**src/rtl/alu_pkg.sv**
```systemverilog
// rtl/alu_pkg.sv - shared ALU control codes, legality check and sequencer state encoding
package alu_pkg;

   // ALU control codes shared with the ALU_Control decoder
   localparam logic [3:0] ALU_AND  = 4'b0000;
   localparam logic [3:0] ALU_OR   = 4'b0001;
   localparam logic [3:0] ALU_ADD  = 4'b0010;
   localparam logic [3:0] ALU_XOR  = 4'b0100;
   localparam logic [3:0] ALU_SUB  = 4'b0110;
   localparam logic [3:0] ALU_SLT  = 4'b0111;
   localparam logic [3:0] ALU_SLTU = 4'b1000;
   localparam logic [3:0] ALU_SLL  = 4'b1001;
   localparam logic [3:0] ALU_SRL  = 4'b1010;
   localparam logic [3:0] ALU_SRA  = 4'b1011;

   // Sequencer states: one operation in flight at a time
   localparam logic [1:0] ST_IDLE = 2'd0;
   localparam logic [1:0] ST_EXEC = 2'd1;
   localparam logic [1:0] ST_RESP = 2'd2;

   // Unsupported codes still reach the ALU; this only flags them in the response
   function automatic logic is_legal_ctrl(input logic [3:0] ctrl);
      logic legal;
      case (ctrl)
         ALU_AND, ALU_OR, ALU_ADD, ALU_XOR, ALU_SUB,
         ALU_SLT, ALU_SLTU, ALU_SLL, ALU_SRL, ALU_SRA: legal = 1'b1;
         default:                                      legal = 1'b0;
      endcase
      return legal;
   endfunction

endpackage

```
**src/rtl/rr_arb2.sv**
```systemverilog
// rtl/rr_arb2.sv - two-request round-robin arbiter with grant enable and registered last-grant pointer
module rr_arb2 (
   input  logic       clk,
   input  logic       reset,
   input  logic [1:0] req,
   input  logic       en,
   output logic [1:0] gnt
);

   // Port granted most recently; reset to 1 so port 0 wins the first tie
   logic last;

   // Single requester wins outright; a tie goes to the port not granted last
   always_comb begin
      gnt = 2'b00;
      if (en) begin
         case (req)
            2'b01:   gnt = 2'b01;
            2'b10:   gnt = 2'b10;
            2'b11:   gnt = last ? 2'b01 : 2'b10;
            default: gnt = 2'b00;
         endcase
      end
   end

   // Pointer moves only when a grant is actually issued
   always_ff @(posedge clk) begin
      if (reset) begin
         last <= 1'b1;
      end else if (|gnt) begin
         last <= gnt[1];
      end
   end

endmodule

```
**src/rtl/alu_share_arbiter.sv**
```systemverilog
// rtl/alu_share_arbiter.sv - round-robin sequencer sharing one combinational ALU between two requesters
module alu_share_arbiter
   import alu_pkg::*;
#(
   parameter int WIDTH = 32
) (
   input  logic             clk,
   input  logic             reset,

   input  logic             req0_valid,
   output logic             req0_ready,
   input  logic [3:0]       req0_ctrl,
   input  logic [WIDTH-1:0] req0_a,
   input  logic [WIDTH-1:0] req0_b,

   input  logic             req1_valid,
   output logic             req1_ready,
   input  logic [3:0]       req1_ctrl,
   input  logic [WIDTH-1:0] req1_a,
   input  logic [WIDTH-1:0] req1_b,

   output logic             resp0_valid,
   input  logic             resp0_ready,
   output logic [WIDTH-1:0] resp0_result,
   output logic             resp0_zero,
   output logic             resp0_illegal,

   output logic             resp1_valid,
   input  logic             resp1_ready,
   output logic [WIDTH-1:0] resp1_result,
   output logic             resp1_zero,
   output logic             resp1_illegal,

   output logic [3:0]       alu_ctrl,
   output logic [WIDTH-1:0] alu_a,
   output logic [WIDTH-1:0] alu_b,
   input  logic [WIDTH-1:0] alu_result,
   input  logic             alu_zero
);

   logic [1:0]             state;
   logic [1:0]             gnt;
   logic                   grant_en;

   // Operand registers for the single in-flight operation
   logic [3:0]             op_ctrl;
   logic [WIDTH-1:0]       op_a;
   logic [WIDTH-1:0]       op_b;
   logic                   op_port;
   logic                   op_illegal;

   // Per-port response registers
   logic [1:0]             rsp_valid;
   logic [1:0][WIDTH-1:0]  rsp_result;
   logic [1:0]             rsp_zero;
   logic [1:0]             rsp_illegal;

   logic                   owner_ready;

   // Requests are only considered while idle, so ready never depends on payload
   assign grant_en = (state == ST_IDLE);

   rr_arb2 u_arb (
      .clk   (clk),
      .reset (reset),
      .req   ({req1_valid, req0_valid}),
      .en    (grant_en),
      .gnt   (gnt)
   );

   assign req0_ready = gnt[0];
   assign req1_ready = gnt[1];

   // The owning port's accept; the other port's resp ready is ignored
   assign owner_ready = op_port ? resp1_ready : resp0_ready;

   // Sequencer: accept in IDLE, one ALU cycle in EXEC, hold result in RESP
   always_ff @(posedge clk) begin
      if (reset) begin
         state <= ST_IDLE;
      end else begin
         case (state)
            ST_IDLE: if (|gnt)       state <= ST_EXEC;
            ST_EXEC:                 state <= ST_RESP;
            ST_RESP: if (owner_ready) state <= ST_IDLE;
            default:                 state <= ST_IDLE;
         endcase
      end
   end

   // Capture the winner's payload at the grant edge
   always_ff @(posedge clk) begin
      if (reset) begin
         op_ctrl    <= 4'b0000;
         op_a       <= '0;
         op_b       <= '0;
         op_port    <= 1'b0;
         op_illegal <= 1'b0;
      end else if (|gnt) begin
         op_port    <= gnt[1];
         op_ctrl    <= gnt[1] ? req1_ctrl : req0_ctrl;
         op_a       <= gnt[1] ? req1_a    : req0_a;
         op_b       <= gnt[1] ? req1_b    : req0_b;
         op_illegal <= !is_legal_ctrl(gnt[1] ? req1_ctrl : req0_ctrl);
      end
   end

   // ALU sees the operands only during EXEC; otherwise it is parked at zero
   always_comb begin
      alu_ctrl = 4'b0000;
      alu_a    = '0;
      alu_b    = '0;
      if (state == ST_EXEC) begin
         alu_ctrl = op_ctrl;
         alu_a    = op_a;
         alu_b    = op_b;
      end
   end

   // Response data for the owning port is written once, at the end of EXEC, and then held
   always_ff @(posedge clk) begin
      if (reset) begin
         rsp_result  <= '0;
         rsp_zero    <= 2'b00;
         rsp_illegal <= 2'b00;
      end else if (state == ST_EXEC) begin
         rsp_result[op_port]  <= alu_result;
         rsp_zero[op_port]    <= alu_zero;
         rsp_illegal[op_port] <= op_illegal;
      end
   end

   // Response valid rises after EXEC and falls on the owner's accept
   always_ff @(posedge clk) begin
      if (reset) begin
         rsp_valid <= 2'b00;
      end else if (state == ST_EXEC) begin
         rsp_valid[op_port] <= 1'b1;
      end else if ((state == ST_RESP) && owner_ready) begin
         rsp_valid[op_port] <= 1'b0;
      end
   end

   assign resp0_valid   = rsp_valid[0];
   assign resp0_result  = rsp_result[0];
   assign resp0_zero    = rsp_zero[0];
   assign resp0_illegal = rsp_illegal[0];

   assign resp1_valid   = rsp_valid[1];
   assign resp1_result  = rsp_result[1];
   assign resp1_zero    = rsp_zero[1];
   assign resp1_illegal = rsp_illegal[1];

endmodule

```
**config.mk**
```make
export PLATFORM = sky130hd
export DESIGN_NAME = alu_share_arbiter
export DESIGN_NICKNAME = d
export VERILOG_FILES = /design/src/rtl/alu_pkg.sv /design/src/rtl/rr_arb2.sv /design/src/rtl/alu_share_arbiter.sv
export SDC_FILE = /design/constraint.sdc
export NUM_CORES = 1
export LEC_CHECK = 0
export CORE_MARGIN = 2
export CORE_UTILIZATION = 44
export DETAILED_ROUTE_END_ITERATION = 16
export GPL_TIMING_DRIVEN = 1
export PLACE_DENSITY = 0.86
export SYNTH_ARGS = -nofsm -noshare
export SYNTH_HDL_FRONTEND = slang
export SYNTH_SLANG_ARGS = --single-unit
```
**constraint.sdc**
```tcl
create_clock -name clk -period 5.2 [get_ports clk]
set_input_delay 0.52 -clock clk [delete_from_list [all_inputs] [get_ports clk]]
set_output_delay 0.52 -clock clk [all_outputs]
set_load 0.02 [all_outputs]
```
==> impl_metrics.ini <==
[status]
outcome = complete, no violations

[clocking]
clock_sinks = 143
clock_latency_ns = 0.42
root_buffer = clkbuf_16
cts_buffers = 17
holdBufCountCts = 0
post_cts_resize_count = 0
htreeDepth = 4
clockBufferDepth = 2
clkTransAtPathRegs_ns = 0.06
post_cts_buffers = 0
tritoncts = done

[critical_path]
critPathKind = reg -> out
endpoint_kind = output pin
worstPathMaxFanout = 50
worstPathRequired_ns = 4.68
r2r_cells = 5
critical_path_arrival_ns = 2.90
cp-start-kind = register

[placed_design]
post-dp-hpwl_um = 13800
portBuffers = 314
dpl_cell_area_sq_um = 9630
place.gp.congestion = 0.841

[logic_synthesis]
synth_area_leaders = dfxtp_1 44%, nand2_1 16%, a311oi_2 16%
ys_types = 28
syn_nets = 971
syn_area_per_cell_sq_um = 8.17
synth_warnings = 0
yosys_most_used_dff = dfxtp_1
ys_top_cells_by_count = 276 x nand2_1, 143 x dfxtp_1, 74 x nor2_1
ys_seq_elements = 143
ys_seq_area_share_pct = 44.0
async_reset_ff_share_pct = 0
synth_most_common_cell = nand2_1
netlist_instances = 796
syn_area_sq_um = 6500
synth_top_area_share_pct = 44.0
yosys.area.top_type = dfxtp_1
synth_edf_count = 0

[routing]
routed-via-count = 6527
drcViolationCount = 0
finalWirelength_um = 20200
post_drt_wl_per_cell_um = 15.9
first_pass_iters = 4
viasPerCell = 5.15
drtIter0Drc = 298
antenna_left = 0

[layout]
finalNetCount = 1245
n_fill_cell = 1129
stdcell_area_sq_um = 10200
synthToLayoutAreaGrowth_pct = 57.1
drive_gt1_share_pct = 10.7

[grt]
gr-usage-met2_pct = 43.4
grt_pass1_vias = 6272
grt_use_met3_pct = 7.70
grt_use_met1_pct = 29.1
grt_pass1_wl_um = 32200
antenna_found_initial = 1
grt_max_degree = 93
grt.busiest_layer = met2
grt_usage_pct = 25.3
grt_overflow = 0

[pwr]
pwr-share-comb_pct = 27.6
p_per_area_nw_per_um2 = 337
ir_drop_v = 0.000245
internal-power_mw = 2.34
clockPowerShare_pct = 34.6
leakage_nw = 3.71
switching_share_pct = 32.0
power_switching_mw = 1.10
power.share.sequential_pct = 37.8

[min_path]
whs_path_depth = 2
worstHoldPathType = reg -> reg

[floorplan]
io_pins = 315
rows = 44
die_height_um = 126
core_sq_um = 14500
dieArea_sq_um = 15800
die_x_um = 126
start_util_pct = 44.9

[sta]
rsz0062_at_grt = false
slew_viol_final = 0
post-route-period-util_pct = 65.7
fin_skew_ns = 0.00486
finalCriticalPeriod_ns = 3.42
slew_headroom_pct = 31.6
tightest_slew_ns = 1.03
hold_viol_final = 0
max_freq_ghz = 0.293
setup_viol = 0
setup_tns_ns = 0

[run]
cap_violations = 0
[final timing paths]
path / from / to / slack, ns
hold reg to reg: resp1_result[9] / resp1_result[9] / 0.45
hold / removal: resp1_result[9] / resp1_result[9] / 0.45
setup / recovery: state[0] / alu_b[26] / 1.78
setup reg to reg: state[0] / resp0_result[6] / 2.53
[per-layer routing]
metal	part of all wire (%)	vias to the layer above
met1	40	3041
met5	0	-
met4	3.7	0
li1	-	3213
met3	7.0	48
met2	49	225
[kinds of logic (layout without fill, tap and decap cells)]
group | count (synthesis) | in the layout | synth area share, %
simple gates | 426 | 426 | 27.7
flops | 143 | 143 | 44.0
other cells | 0 | 1 | 0
buf+inv | 73 | 360 | 5.46
compound gates | 154 | 154 | 22.9
[state kept, by name, indices dropped and copies added (netlist names), named ones only]
signal and cells:
resp1_result 32, op_illegal 1, rsp_illegal 2, op_port 1
op_ctrl 4, u_arb.last 1, resp0_result 32, op_b 32
op_a 32, rsp_zero 2, state 2
[through the flow]
stage                     worst slack [ns]  std cells  total power, mW  hold slack [ns]  utilization, %
after CTS                             1.70       1267             3.47            0.454            70.5
after detailed placement              1.89       1235             2.27            0.445            66.5
after global routing                  1.54       1268             3.61            0.473            70.5
after global placement                1.88       1235             2.25            0.441            66.5
after floorplan                       3.25        796             1.91            0.446               -
final                                 1.78       1268             3.44            0.452            70.5
[placed cells by master, fill, tap and decap left out, drive strengths merged, types with 2 or more instances in the layout]
cell           Yosys  layout
clkdlybuf4s50      0     313
nand2            276     276
dfxtp            143     143
nor2              74      74
a21oi             73      73
and2              68      68
a311oi            68      68
clkbuf            49      18
inv                4      13
buf               19      10
o21ai              3       3
clkinvlp           0       3
nor2b              3       3
clkinv             1       2
a211oi             2       2
[layout make-up]
cell class                 count  area, sq um  area share (%)
antenna                        1         2.50          0.0245
clock buffer                  18          429            4.20
clock inverter                14          148            1.45
inverter                       5         23.8           0.233
multi-input combinational    580         3310            32.4
sequential                   143         2860            28.0
tap                          184          230            2.25
timing repair buffer         323         3210            31.4
[worst max-delay path: stages, from the launching register on]
cell and delay, ns:
dfxtp_1 0.49, nor2b_4 0.82, buf_4 0.36, and2_1 0.18, clkdlybuf4s50_1 0.61
[power by group through the flow]
stage	combinational (mW)	clock [mW]	sequential (mW)
after floorplan	0.567	0	1.34
final	0.949	1.19	1.30
after CTS	0.957	1.21	1.30
after global routing	1.03	1.26	1.32
after detailed placement	0.950	0	1.32
after global placement	0.935	0	1.32
Note: power is estimated with default switching activity, not from simulation.
